File: src/rtl/gcd_pkg.sv
// Shared types and sizing helpers for the binary GCD engine.
package gcd_pkg;

  typedef enum logic [1:0] {
    IDLE  = 2'd0,
    SHIFT = 2'd1,
    SUB   = 2'd2,
    DONE  = 2'd3
  } state_e;

  // Worst case is 5*WIDTH+2 compute cycles, so the counter must hold that value.
  function automatic int unsigned cycle_width(input int unsigned width);
    return $clog2(5 * width + 3);
  endfunction

endpackage

File: src/rtl/gcd_bin.sv
// Binary (Stein) GCD engine: valid/ready operand intake, result held until the consumer takes it.
module gcd_bin
  import gcd_pkg::*;
#(
  parameter  int unsigned WIDTH = 8,
  localparam int unsigned CW    = cycle_width(WIDTH)
) (
  input  logic             clk,
  input  logic             reset,
  input  logic             in_valid,
  output logic             in_ready,
  input  logic [WIDTH-1:0] a,
  input  logic [WIDTH-1:0] b,
  output logic             out_valid,
  input  logic             out_ready,
  output logic [WIDTH-1:0] result,
  output logic [CW-1:0]    cycles
);

  localparam int unsigned KW = $clog2(WIDTH) + 1;

  state_e           state_q, state_d;
  logic [WIDTH-1:0] a_q, a_d;
  logic [WIDTH-1:0] b_q, b_d;
  logic [KW-1:0]    k_q, k_d;
  logic [WIDTH-1:0] result_q, result_d;
  logic [CW-1:0]    cycles_q, cycles_d;

  always_ff @(posedge clk or negedge reset) begin
    if (!reset) begin
      state_q  <= IDLE;
      a_q      <= '0;
      b_q      <= '0;
      k_q      <= '0;
      result_q <= '0;
      cycles_q <= '0;
    end else begin
      state_q  <= state_d;
      a_q      <= a_d;
      b_q      <= b_d;
      k_q      <= k_d;
      result_q <= result_d;
      cycles_q <= cycles_d;
    end
  end

  always_comb begin
    state_d  = state_q;
    a_d      = a_q;
    b_d      = b_q;
    k_d      = k_q;
    result_d = result_q;
    cycles_d = cycles_q;

    unique case (state_q)
      IDLE: begin
        if (in_valid) begin
          a_d      = a;
          b_d      = b;
          k_d      = '0;
          cycles_d = '0;
          // A zero operand makes the other operand the answer with no compute cycles.
          if (a == '0) begin
            result_d = b;
            state_d  = DONE;
          end else if (b == '0) begin
            result_d = a;
            state_d  = DONE;
          end else begin
            state_d  = SHIFT;
          end
        end
      end

      SHIFT: begin
        cycles_d = cycles_q + CW'(1);
        if (!a_q[0] && !b_q[0]) begin
          a_d = a_q >> 1;
          b_d = b_q >> 1;
          k_d = k_q + KW'(1);
        end else begin
          state_d = SUB;
        end
      end

      SUB: begin
        cycles_d = cycles_q + CW'(1);
        // Both stay odd and nonzero after the shifts, so the subtract never underflows.
        if (!a_q[0]) begin
          a_d = a_q >> 1;
        end else if (!b_q[0]) begin
          b_d = b_q >> 1;
        end else if (a_q == b_q) begin
          result_d = a_q << k_q;
          state_d  = DONE;
        end else if (a_q > b_q) begin
          a_d = a_q - b_q;
        end else begin
          b_d = b_q - a_q;
        end
      end

      DONE: begin
        if (out_ready) begin
          state_d = IDLE;
        end
      end

      default: state_d = IDLE;
    endcase
  end

  // Intake is closed while reset is held so no operand is taken before release.
  assign in_ready  = (state_q == IDLE) && reset;
  assign out_valid = (state_q == DONE);
  assign result    = result_q;
  assign cycles    = cycles_q;

endmodule

File: config.mk
export PLATFORM = sky130hd
export DESIGN_NAME = gcd_bin
export DESIGN_NICKNAME = d
export VERILOG_FILES = /design/src/rtl/gcd_pkg.sv /design/src/rtl/gcd_bin.sv
export SDC_FILE = /design/constraint.sdc
export NUM_CORES = 1
export LEC_CHECK = 0
export CORE_MARGIN = 2
export CORE_UTILIZATION = 42
export DETAILED_ROUTE_END_ITERATION = 10
export PLACE_DENSITY = 0.7
export SLEW_MARGIN = 20
export SYNTH_ARGS = -nofsm -noshare
export SYNTH_HDL_FRONTEND = slang
export SYNTH_SLANG_ARGS = --single-unit
File: constraint.sdc
create_clock -name clk -period 4.8 [get_ports clk]
set_input_delay 0.72 -clock clk [delete_from_list [all_inputs] [get_ports clk]]
set_output_delay 0.72 -clock clk [all_outputs]
set_load 0.01 [all_outputs]
# Word level (Yosys, flattened, before mapping)

Cells that the tools add are included.

Output and inout bits: 16
Flip-flop bits (word level): 36
Word-level logic and storage cells: 86
Bits of input ports: 20

Mux-type cells: 35
Reduce and logical (&&, ||, !) cells: 20
Add/sub/neg operators: 4
Order comparisons: 1
Shift operators: 1
Equality and inequality tests: 17

Operators with widths:

| cell                                          | count |
|---|---|
| two-way mux 8 bit                             | 18 |
| case mux 8 bit (3 select lines)               | 2 |
| AND reduction 6 bit                           | 4 |
| inequality test 3 bit (second input constant) | 6 |
| zero test 8 bit                               | 2 |
| two-way mux 2 bit                             | 8 |
| case mux 8 bit (2 select lines)               | 1 |
| subtractor 8 bit                              | 2 |
| inequality test 2 bit (second input constant) | 6 |
| case mux 6 bit (2 select lines)               | 1 |
| == test 8 bit                                 | 1 |
| greater-than comparator 8 bit                 | 1 |
| two-way mux 4 bit                             | 2 |
| case mux 2 bit (4 select lines)               | 1 |
| case mux 4 bit (2 select lines)               | 1 |
| left shift 8 x 4 -> 8 bit                     | 1 |
| adder 6 x 1 -> 6 bit (second input constant)  | 1 |
| two-way mux 6 bit                             | 1 |
| AND reduction 3 bit                           | 2 |
| nonzero test 2 bit                            | 3 |
| adder 4 x 1 -> 4 bit (second input constant)  | 1 |
| == test 2 bit (second input constant)         | 2 |
| AND reduction 4 bit                           | 1 |
| nonzero test 3 bit                            | 1 |
| other kinds (7)                               | 9 |

# Logic depth before layout (Yosys ltp)

Gate-level depths: netlist (run 1).

Depth after elaboration: 6
Depth in mapped cells: 12
Depth with buffers taken out: 10

# Worst setup path before layout (run 1)

No wires, ideal clock.

Path kind: input to register
From: input a[3]
To: register result_q[0] (netlist: result[0])
Data arrival time: 2.517 ns
Buffers on the path: 2
Required time: 4.675 ns
Stages on the path: 8
Slack: 2.158 ns
Setup time: 0.125 ns
Path through: or4_1 -> nor4_2 -> and2b_1 -> buf_6 -> a211oi_2 -> or3_1 -> buf_6 -> mux2_4

Longest elaborated chain between the ends: 4
Elaborated cells on any way between the ends: 6
Classes of those cells: 1 x eq/ne; 3 x mux; 2 x reduce/logical

Ends and longest elaborated chain:

| what                            | line          | source |
|---|---|---|
| from (decl)                     | gcd_bin.sv:12 | `input logic [WIDTH-1:0] a,` |
| zero test 8 bit (*)             | gcd_bin.sv:63 | `if (a == '0) begin` |
| two-way mux 8 bit               | gcd_bin.sv:63 |  |
| two-way mux 8 bit               | gcd_bin.sv:57 | `if (in_valid) begin` |
| case mux 8 bit (2 select lines) | gcd_bin.sv:55 | `unique case (state_q)` |
| to (signal assigned)            | gcd_bin.sv:42 | `result_q <= result_d;` |
| to (decl)                       | gcd_bin.sv:26 | `logic [WIDTH-1:0] result_q, result_d;` |

Every way passes the cells marked *; elsewhere a longest branch is shown, timed or not. The select of a mux whose other input is x is not followed.
A chain may end at the register's enable or synchronous reset.

# Worst setup path after layout (run 1)

From: input a[3]
To: register result_q[2] (netlist: result[2])

The elaborated chain is that of the path after synthesis.

==> results of run 1 <==
[final timing paths]
check	slack, ns	end	cells after the start	from
worst max-delay path	1.67	result[2]$_DFFE_PN0P_	7	a[3]
worst min-delay path	0.47	cycles[5]$_DFFE_PN0P_	2	reset
worst max register to register	1.68	a_q[6]$_DFFE_PN0P_	10	a_q[0]$_DFFE_PN0P_
worst min register to register	0.52	result[0]$_DFFE_PN0P_	1	result[0]$_DFFE_PN0P_
max in group asynchronous	3.97	a_q[7]$_DFFE_PN0P_	2	reset
min in group clk	0.52	result[0]$_DFFE_PN0P_	1	result[0]$_DFFE_PN0P_
[kinds of logic (layout without fill, tap and decap cells)]
group                    after synthesis  in the layout  share of synthesized area
AO/OA/AOI/OAI                        114            114                      0.238
adder cells (fa/ha/maj)               25             25                      0.103
XOR/XNOR                              12             12                     0.0329
AND/OR/NAND/NOR                      116            116                      0.183
multiplexers                          23             23                     0.0896
buffers and inverters                 50             69                     0.0724
flip-flops                            36             36                      0.282
[per-layer routing]
layer,up-vias,GRT usage,share of wire
met3,12,0.0274,0.065
met1,1418,0.288,0.46
met5,-,0,0
li1,1387,-,-
met4,0,0.0619,0.015
met2,99,0.332,0.46
[metrics by stage]
stage               worst slack (ns)  utilization  hold slack (ns)  instances
CTS                             1.68        0.498            0.486        494
detailed placement              1.37        0.483            0.502        486
global placement                1.48        0.483            0.499        486
global route                    1.38        0.498            0.497        494
floorplan                       2.16            -            0.424        376
finish                          1.67        0.498            0.466        494
[flip-flops by register name, indices dropped and copies added (netlist names)]
register  count
result        8
state_q       2
b_q           8
k_q           4
a_q           8
cycles        6
[power by group through the flow]
stage,sequential [uW],combinational (uW),clock [uW]
after detailed placement,624,2150,0
after CTS,618,2170,284
after global placement,618,2120,0
after global routing,640,2430,293
final,622,2180,280
after floorplan,580,1730,0
[cells in the final DEF (no fill, tap or decap), drive strengths merged, types with 13 or more instances in the layout]
| master | instances |
|---|---|
| a21oi | 24 |
| clkdlybuf4s50 | 34 |
| dfrtp | 36 |
| ha | 23 |
| inv | 24 |
| mux2i | 13 |
| nand2 | 40 |
| nor2 | 17 |
| o21ai | 21 |
[cell type report]
class / count / area (um^2)
inverter: 24 / 90.1
tap: 99 / 124
clock buffer: 6 / 72.6
multi-input combinational: 290 / 2060
fill: 687 / 3680
clock inverter: 2 / 35.0
timing repair buffer: 37 / 360
sequential: 36 / 901
==> results.sh, run 1 <==
export IMPL_power_density_nw_per_um2=846
export IMPL_synth_cell_type_count=59
export IMPL_vias=2916
export IMPL_finalSetupTns_ns=0
export IMPL_synth_cells=376
export IMPL_synth_edf_count=0
export IMPL_layout_drive_gt1_share=0.0658
export IMPL_placed_cell_area_um2=3540
export IMPL_grt_max_degree=42
export IMPL_start_util=0.436
export IMPL_clk_latency_ns=0.30
export IMPL_cts_tree="built"
export IMPL_drv_slew=0
export IMPL_die_height_um=91.2
export IMPL_ant_nets=0
export IMPL_dp_hpwl_mm=6.18
export IMPL_worst_pin_slew_ns=0.783
export IMPL_cts_root_buf="clkbuf_8"
export IMPL_grt_first_pass_wirelength_mm=13.9
export IMPL_slew_headroom=0.477
export IMPL_clkSinkCount=36
export IMPL_synth_seq_cells=36
export IMPL_synth_commonest_cells="40 x nand2_1, 36 x dfrtp_1, 24 x a21oi_1"
export IMPL_pwr_share_clk=0.091
export IMPL_setup_viol=0
export IMPL_total_power_uw=3090
export IMPL_gp_congestion=0.905
export IMPL_io_pins=36
export IMPL_dieArea_um2=8330
export IMPL_path_delay_family="simple AND/OR/NAND/NOR gates"
export IMPL_synth_top_area_share=0.282
export IMPL_skew_ns=0.00561
export IMPL_critPathBufInv=1
export IMPL_peakVddDrop_uv=392
export IMPL_worstSetupStartpointType="input port"
export IMPL_seqPwrFrac=0.202
export IMPL_p_switching_uw=1520
export IMPL_max_freq_ghz=0.320
export IMPL_yosysSeqAreaShare=0.282
export IMPL_yosysWarnings=0
export IMPL_drc_errors=0
export IMPL_syn_nets=421
export IMPL_drt_wl_total_mm=8.37
export IMPL_p_sw_frac=0.494
export IMPL_wl_per_cell_um=16.9
export IMPL_cp_max_fo=8
export IMPL_yosysMostFrequentCell="nand2_1"
export IMPL_synthTopCellsByArea="dfrtp_1 28%, ha_1 9.0%, nand2_1 4.7%, mux2i_1 4.1%, a21oi_1 3.8%"
export IMPL_status="complete, no violations"
export IMPL_critPathSlowestCell="or3_1"
export IMPL_critPathKind="input port to register"
export IMPL_core_um2=7330
export IMPL_crit_chain="clkdlybuf4s50_1, or4_1, nor4_2, and2b_1, a211oi_2, or3_1, mux2_4"
export IMPL_antenna_found_initial=0
export IMPL_syn_avg_cell_area_um2=8.50
export IMPL_critical_path_max_stage_delay_ns=0.61
export IMPL_num_antenna_cells=0
export IMPL_critical_path_arrival_ns=3.32
export IMPL_maxCapViolCount=0
export IMPL_grt_use_total=0.206
export IMPL_num_rows=31
export IMPL_period_needed_ns=3.13
export IMPL_synth_ff_type="dfrtp_1"
export IMPL_worst_setup_path_end_kind="register"
export IMPL_yosys_area_top_type="dfrtp_1"
export IMPL_internal_power_uw=1560
export IMPL_grt_setup_unrepaired="false"
export IMPL_holdCritPathClass="input port to asynchronous set/reset pin"
export IMPL_die_width_um=91.2
export IMPL_syn_cell_area_um2=3200
export IMPL_fin_nets=439
export IMPL_clockBufferDepth=2
export IMPL_min_period_over_period=0.652
export IMPL_p_comb_frac=0.708
export IMPL_via_per_inst=5.90
export IMPL_leakagePower_uw=0.00159
export IMPL_async_reset_ff_frac=1.00
export IMPL_grt_pass1_vias=2759
export IMPL_final_area_um2=3650
export IMPL_finalHoldViolations=0
export IMPL_cts_buffers_inserted=5
export IMPL_drt_first_iter_violations=214
export IMPL_overflow=0
export IMPL_io_buffers=35
export IMPL_area_growth_synth_to_final_pct=14.1
export IMPL_cts_hold_buf=0
export IMPL_cts_resized=0
export IMPL_postCtsSetupBuffers=0
export IMPL_htreeDepth=2
export IMPL_clk_pin_slew_ns=0.08
export IMPL_cp_required_ns=4.99
export IMPL_drtPass1Iterations=5
(Power assumes the default switching activity.)
==> run 2, diff against run 1 <==
- clock period: 4.8 -> 2.95 ns (I/O delays scaled with it)
==> run 2 against run 1 <==
Compared with the run above: wire length is 0.23% lower; register-to-register slack got worse by 1.4 ns; sequential power increased by 54%; largest cell class unchanged.
==> results.sh, run 2 (synthesis gave the netlist of run 1 again) <==
export IMPL_worst_pin_slew_ns=0.767
export IMPL_setup_viol=0
export IMPL_r2r_start="a_q[5]$_DFFE_PN0P_"
export IMPL_cp_max_fo=15
export IMPL_clkSinkCount=36
export IMPL_internal_power_uw=2680
export IMPL_cts_hold_buf=0
export IMPL_post_place_ws_ns=-0.0351
export IMPL_seqPwrFrac=0.184
export IMPL_clk_pin_slew_ns=0.08
export IMPL_status="complete, no violations"
export IMPL_maxCapViolCount=0
export IMPL_dp_hpwl_mm=6.37
export IMPL_drtPass1Iterations=4
export IMPL_grt_use_total=0.206
export IMPL_fin_ws_ns=0.317
export IMPL_peakVddDrop_uv=556
export IMPL_postCtsSetupBuffers=0
export IMPL_htreeDepth=2
export IMPL_dp_cells=502
export IMPL_drv_slew=0
export IMPL_period_needed_ns=2.63
export IMPL_layoutNonFillerInstCount=510
export IMPL_grt_pass1_vias=2814
export IMPL_core_um2=7330
export IMPL_start_util=0.436
export IMPL_final_cell_mix="40 x nand2_1, 36 x dfrtp_1, 34 x clkdlybuf4s50_1"
export IMPL_power_density_nw_per_um2=1380
export IMPL_p_sw_frac=0.483
export IMPL_critPathKind="register to register"
export IMPL_critPathBufInv=2
export IMPL_cts_resized=0
export IMPL_io_buffers=35
export IMPL_cts_tree="built"
export IMPL_slew_headroom=0.480
export IMPL_layout_drive_gt1_share=0.105
export IMPL_skew_ns=0.00570
export IMPL_cts_root_buf="clkbuf_8"
export IMPL_min_period_over_period=0.893
export IMPL_critical_path_arrival_ns=2.78
export IMPL_grt_setup_unrepaired="false"
export IMPL_overflow=0
export IMPL_num_rows=31
export IMPL_worst_setup_path_end_kind="register"
export IMPL_cp_required_ns=3.10
export IMPL_drt_first_iter_violations=146
export IMPL_worstSetupStartpointType="register"
export IMPL_area_growth_synth_to_final_pct=18.0
export IMPL_leakagePower_uw=0.00167
export IMPL_drt_wl_total_mm=8.35
export IMPL_drc_errors=0
export IMPL_p_comb_frac=0.732
export IMPL_path_delay_family="compound AO/OA/AOI/OAI gates"
export IMPL_antenna_found_initial=0
export IMPL_mostFrequentLayoutCell="nand2_1"
export IMPL_critical_path_max_stage_delay_ns=0.43
export IMPL_max_freq_ghz=0.380
export IMPL_critPathSlowestCell="dfrtp_1"
export IMPL_cts_buffers_inserted=5
export IMPL_die_width_um=91.2
export IMPL_worst_r2r_setup_slack_ns=0.32
export IMPL_finalHoldViolations=0
export IMPL_r2r_cells=9
export IMPL_hold_ws_ns=0.228
export IMPL_ant_nets=0
export IMPL_gp_congestion=0.907
export IMPL_path_depth=9
export IMPL_holdCritPathClass="input port to asynchronous set/reset pin"
export IMPL_via_per_inst=5.80
export IMPL_pwr_share_clk=0.084
export IMPL_p_switching_uw=2510
export IMPL_finalSetupTns_ns=0
export IMPL_dieArea_um2=8330
export IMPL_grt_max_degree=42
export IMPL_fin_nets=455
export IMPL_die_height_um=91.2
export IMPL_clockBufferDepth=2
export IMPL_clk_latency_ns=0.29
export IMPL_num_antenna_cells=0
export IMPL_crit_chain="inv_1, ha_1, buf_4, a21o_1, a31oi_1, a21o_1, nand2b_1, a211oi_1, a211oi_1"
export IMPL_io_pins=36
export IMPL_cp_startpoint="a_q[5]$_DFFE_PN0P_"
export IMPL_wl_per_cell_um=16.4
export IMPL_vias=2959
export IMPL_grt_first_pass_wirelength_mm=14.0
[run 2: cell types whose count changed in the layout (fill, tap and decap cells not counted), sizes merged]
cell  delta
buf     +16
[run 2: through the flow]
stage	instance area (um^2)	total power, uW	util
after floorplan	3200	3750	-
after global placement	3660	4610	0.499
after detailed placement	3660	4680	0.499
after CTS	3770	5160	0.514
after global routing	3770	5670	0.515
final	3770	5190	0.515
[run 2: worst reg2reg max path, delay by kind of cell (launching register included)]
kind | cells | cell delay [ns]
AO/OA/AOI/OAI | 5 | 1.17
adder cells (fa/ha/maj) | 1 | 0.32
buffers and inverters | 2 | 0.28
flip-flops | 1 | 0.43
AND/OR/NAND/NOR | 1 | 0.30
[run 2: path summary, 6_finish.rpt]
kind,endpoint
max in group asynchronous,a_q[3]$_DFFE_PN0P_
min,cycles[5]$_DFFE_PN0P_
max,b_q[5]$_DFFE_PN0P_
max reg2reg,b_q[5]$_DFFE_PN0P_
min reg2reg,result[1]$_DFFE_PN0P_
min in group clk,result[1]$_DFFE_PN0P_
[run 2: layout make-up]
type | instances | area, um^2
timing repair buffer | 53 | 480
tap | 99 | 124
fill | 672 | 3560
clock inverter | 2 | 35.0
inverter | 24 | 90.1
clock buffer | 6 | 72.6
multi-input combinational | 290 | 2070
sequential | 36 | 901
[run 2: layer usage]
layer,GRT usage,wire length (um),part of all wire
met2,0.334,3870,0.46
met5,0,0,0
met1,0.290,3910,0.47
met3,0.0315,502,0.060
met4,0.0492,62,0.0074
[run 2: power by group through the flow]
stage,clock network [uW],registers (uW),logic (uW)
after detailed placement,0,965,3720
final,438,956,3800
after global routing,468,995,4200
after floorplan,0,943,2810
after global placement,0,956,3660
after CTS,448,956,3760
==> run 3, diff against run 2 <==
==> constraint.sdc (replaced) <==
create_clock -name clk -period 2.95 [get_ports clk]
set_input_delay 0.885 -clock clk [delete_from_list [all_inputs] [get_ports clk]]
set_output_delay 0.885 -clock clk [all_outputs]
set_load 0.01 [all_outputs]
==> run 3 against run 2 <==
Compared with the run above: non-clock buffer count up 20; via count up 2.0%; setup slack worse by 0.21 ns; largest cell class unchanged; worst hold slack better by 0.29 ns; first-iteration DRC count up 67%; fmax down 7.4%; combinational power up 4%; sequential share of layout area down 0.78 points; final cell count up 3.7%; critical path type is now input port to register; sequential power down 2%; utilization up 1.7 points.
==> results.sh, run 3 (synthesis gave the netlist of run 1 again) <==
export IMPL_cts_root_buf="clkbuf_8"
export IMPL_crit_chain="clkdlybuf4s50_1, or4_4, nor4_4, and2b_1, a211oi_2, or3_1, buf_6, mux2_4"
export IMPL_min_period_over_period=0.964
export IMPL_fin_nets=475
export IMPL_maxCapViolCount=0
export IMPL_num_antenna_cells=0
export IMPL_gp_congestion=0.884
export IMPL_cp_startpoint="a[3]"
export IMPL_fill_cells=674
export IMPL_fin_ws_ns=0.107
export IMPL_finalHoldViolations=0
export IMPL_grt_setup_unrepaired="false"
export IMPL_drc_errors=0
export IMPL_final_cell_mix="40 x nand2_1, 37 x buf_4, 36 x dfrtp_1"
export IMPL_worstSetupStartpointType="input port"
export IMPL_cts_tree="built"
export IMPL_critical_path_max_stage_delay_ns=0.43
export IMPL_slew_headroom=0.511
export IMPL_cp_endpoint="result[4]$_DFFE_PN0P_"
export IMPL_peakVddDrop_uv=586
export IMPL_drt_wl_total_mm=8.80
export IMPL_post_place_ws_ns=-0.344
export IMPL_skew_ns=0.00615
export IMPL_die_width_um=91.2
export IMPL_wl_per_cell_um=16.6
export IMPL_r2r_cells=8
export IMPL_max_freq_ghz=0.352
export IMPL_critPathSlowestCell="or4_4"
export IMPL_path_delay_family="simple AND/OR/NAND/NOR gates"
export IMPL_die_height_um=91.2
export IMPL_grt_max_degree=42
export IMPL_worst_setup_path_end_kind="register"
export IMPL_dp_hpwl_mm=6.68
export IMPL_cp_max_fo=8
export IMPL_drtPass1Iterations=6
export IMPL_power_density_nw_per_um2=1350
export IMPL_cts_buffers_inserted=5
export IMPL_critPathKind="input port to register"
export IMPL_via_per_inst=5.71
export IMPL_overflow=0
export IMPL_pwr_share_clk=0.065
export IMPL_core_um2=7330
export IMPL_cp_required_ns=3.12
export IMPL_p_sw_frac=0.488
export IMPL_layout_drive_gt1_share=0.144
export IMPL_grt_use_total=0.211
export IMPL_drv_slew=0
export IMPL_r2r_start="a_q[7]$_DFFE_PN0P_"
export IMPL_holdCritPathClass="register to register"
export IMPL_drt_first_iter_violations=244
export IMPL_htreeDepth=2
export IMPL_num_rows=31
export IMPL_grt_first_pass_wirelength_mm=14.4
export IMPL_placed_cell_area_um2=3790
export IMPL_r2r_end="result[4]$_DFFE_PN0P_"
export IMPL_clk_pin_slew_ns=0.07
export IMPL_layoutNonFillerInstCount=529
export IMPL_final_area_um2=3900
export IMPL_internal_power_uw=2680
export IMPL_critPathBufInv=2
export IMPL_antenna_found_initial=0
export IMPL_dp_cells=520
export IMPL_ant_nets=0
export IMPL_period_needed_ns=2.84
export IMPL_p_switching_uw=2560
export IMPL_vias=3019
export IMPL_p_comb_frac=0.757
export IMPL_clk_latency_ns=0.28
export IMPL_clkSinkCount=36
export IMPL_worst_r2r_setup_slack_ns=0.28
export IMPL_leakagePower_uw=0.00177
export IMPL_grt_pass1_vias=2980
export IMPL_dieArea_um2=8330
export IMPL_seqPwrFrac=0.178
export IMPL_cts_hold_buf=0
export IMPL_worst_pin_slew_ns=0.722
export IMPL_path_depth=8
export IMPL_setup_viol=0
export IMPL_io_buffers=35
export IMPL_start_util=0.436
export IMPL_area_growth_synth_to_final_pct=22.0
export IMPL_io_pins=36
export IMPL_clockBufferDepth=2
export IMPL_mostFrequentLayoutCell="nand2_1"
export IMPL_status="complete, no violations"
export IMPL_critical_path_arrival_ns=3.01
==> run 3: layer usage <==
layer / global-route usage / vias up / wire [um]
met5: 0 / - / 0
met4: 0.0606 / 0 / 144
met3: 0.0373 / 14 / 579
met2: 0.338 / 124 / 4000
met1: 0.293 / 1420 / 4080
li1: - / 1461 / -
==> run 3: power by group through the flow <==
stage                     registers (uW)  clock network (uW)  logic, uW
after CTS                            935                 349       3930
after detailed placement             943                   0       3890
after floorplan                      943                   0       2810
after global routing                 970                 360       4360
final                                937                 341       3970
after global placement               931                   0       3820
==> run 3: how the worst min path moves through the flow <==
stage	from	end	slack, ns	cells after the start
3_5_place_dp	result[2]$_DFFE_PN0P_	result[2]$_DFFE_PN0P_	0.50	1
3_3_place_gp	result[3]$_DFFE_PN0P_	result[3]$_DFFE_PN0P_	0.50	1
4_1_cts	result[2]$_DFFE_PN0P_	result[2]$_DFFE_PN0P_	0.52	1
2_1_floorplan	b_q[7]$_DFFE_PN0P_	b_q[7]$_DFFE_PN0P_	0.49	2
5_1_grt	result[2]$_DFFE_PN0P_	result[2]$_DFFE_PN0P_	0.53	1
6_report	result[2]$_DFFE_PN0P_	result[2]$_DFFE_PN0P_	0.51	1
==> run 3: timing repair <==
item                                   in CTS  in global routing
gates resized for setup                     4                  2
setup endpoints to repair                   8                  8
buffers inserted                            2                  0
endpoints found under the hold margin       0                  0
pin swaps                                   3                  2
==> run 3: final cells by class <==
type / count / area, um^2 / area share
multi-input cells: 290 / 2080 / 0.533
flip-flops and latches: 36 / 901 / 0.231
repair buffers: 73 / 631 / 0.162
well taps: 99 / 124 / 0.0318
inverters: 24 / 90.1 / 0.0231
clock buffers: 6 / 72.6 / 0.0186
clock inverters: 1 / 5.00 / 0.00128
==> run 3: through the flow <==
stage          hold WS (ns)  setup TNS, ns  utilization  total power [uW]
2_1_floorplan         0.492              0            -              3750
3_3_place_gp          0.499          -2.19        0.518              4750
6_report              0.514              0        0.532              5250
5_1_grt               0.531              0        0.532              5690
3_5_place_dp          0.501          -2.69        0.518              4830
4_1_cts               0.517              0        0.530              5210
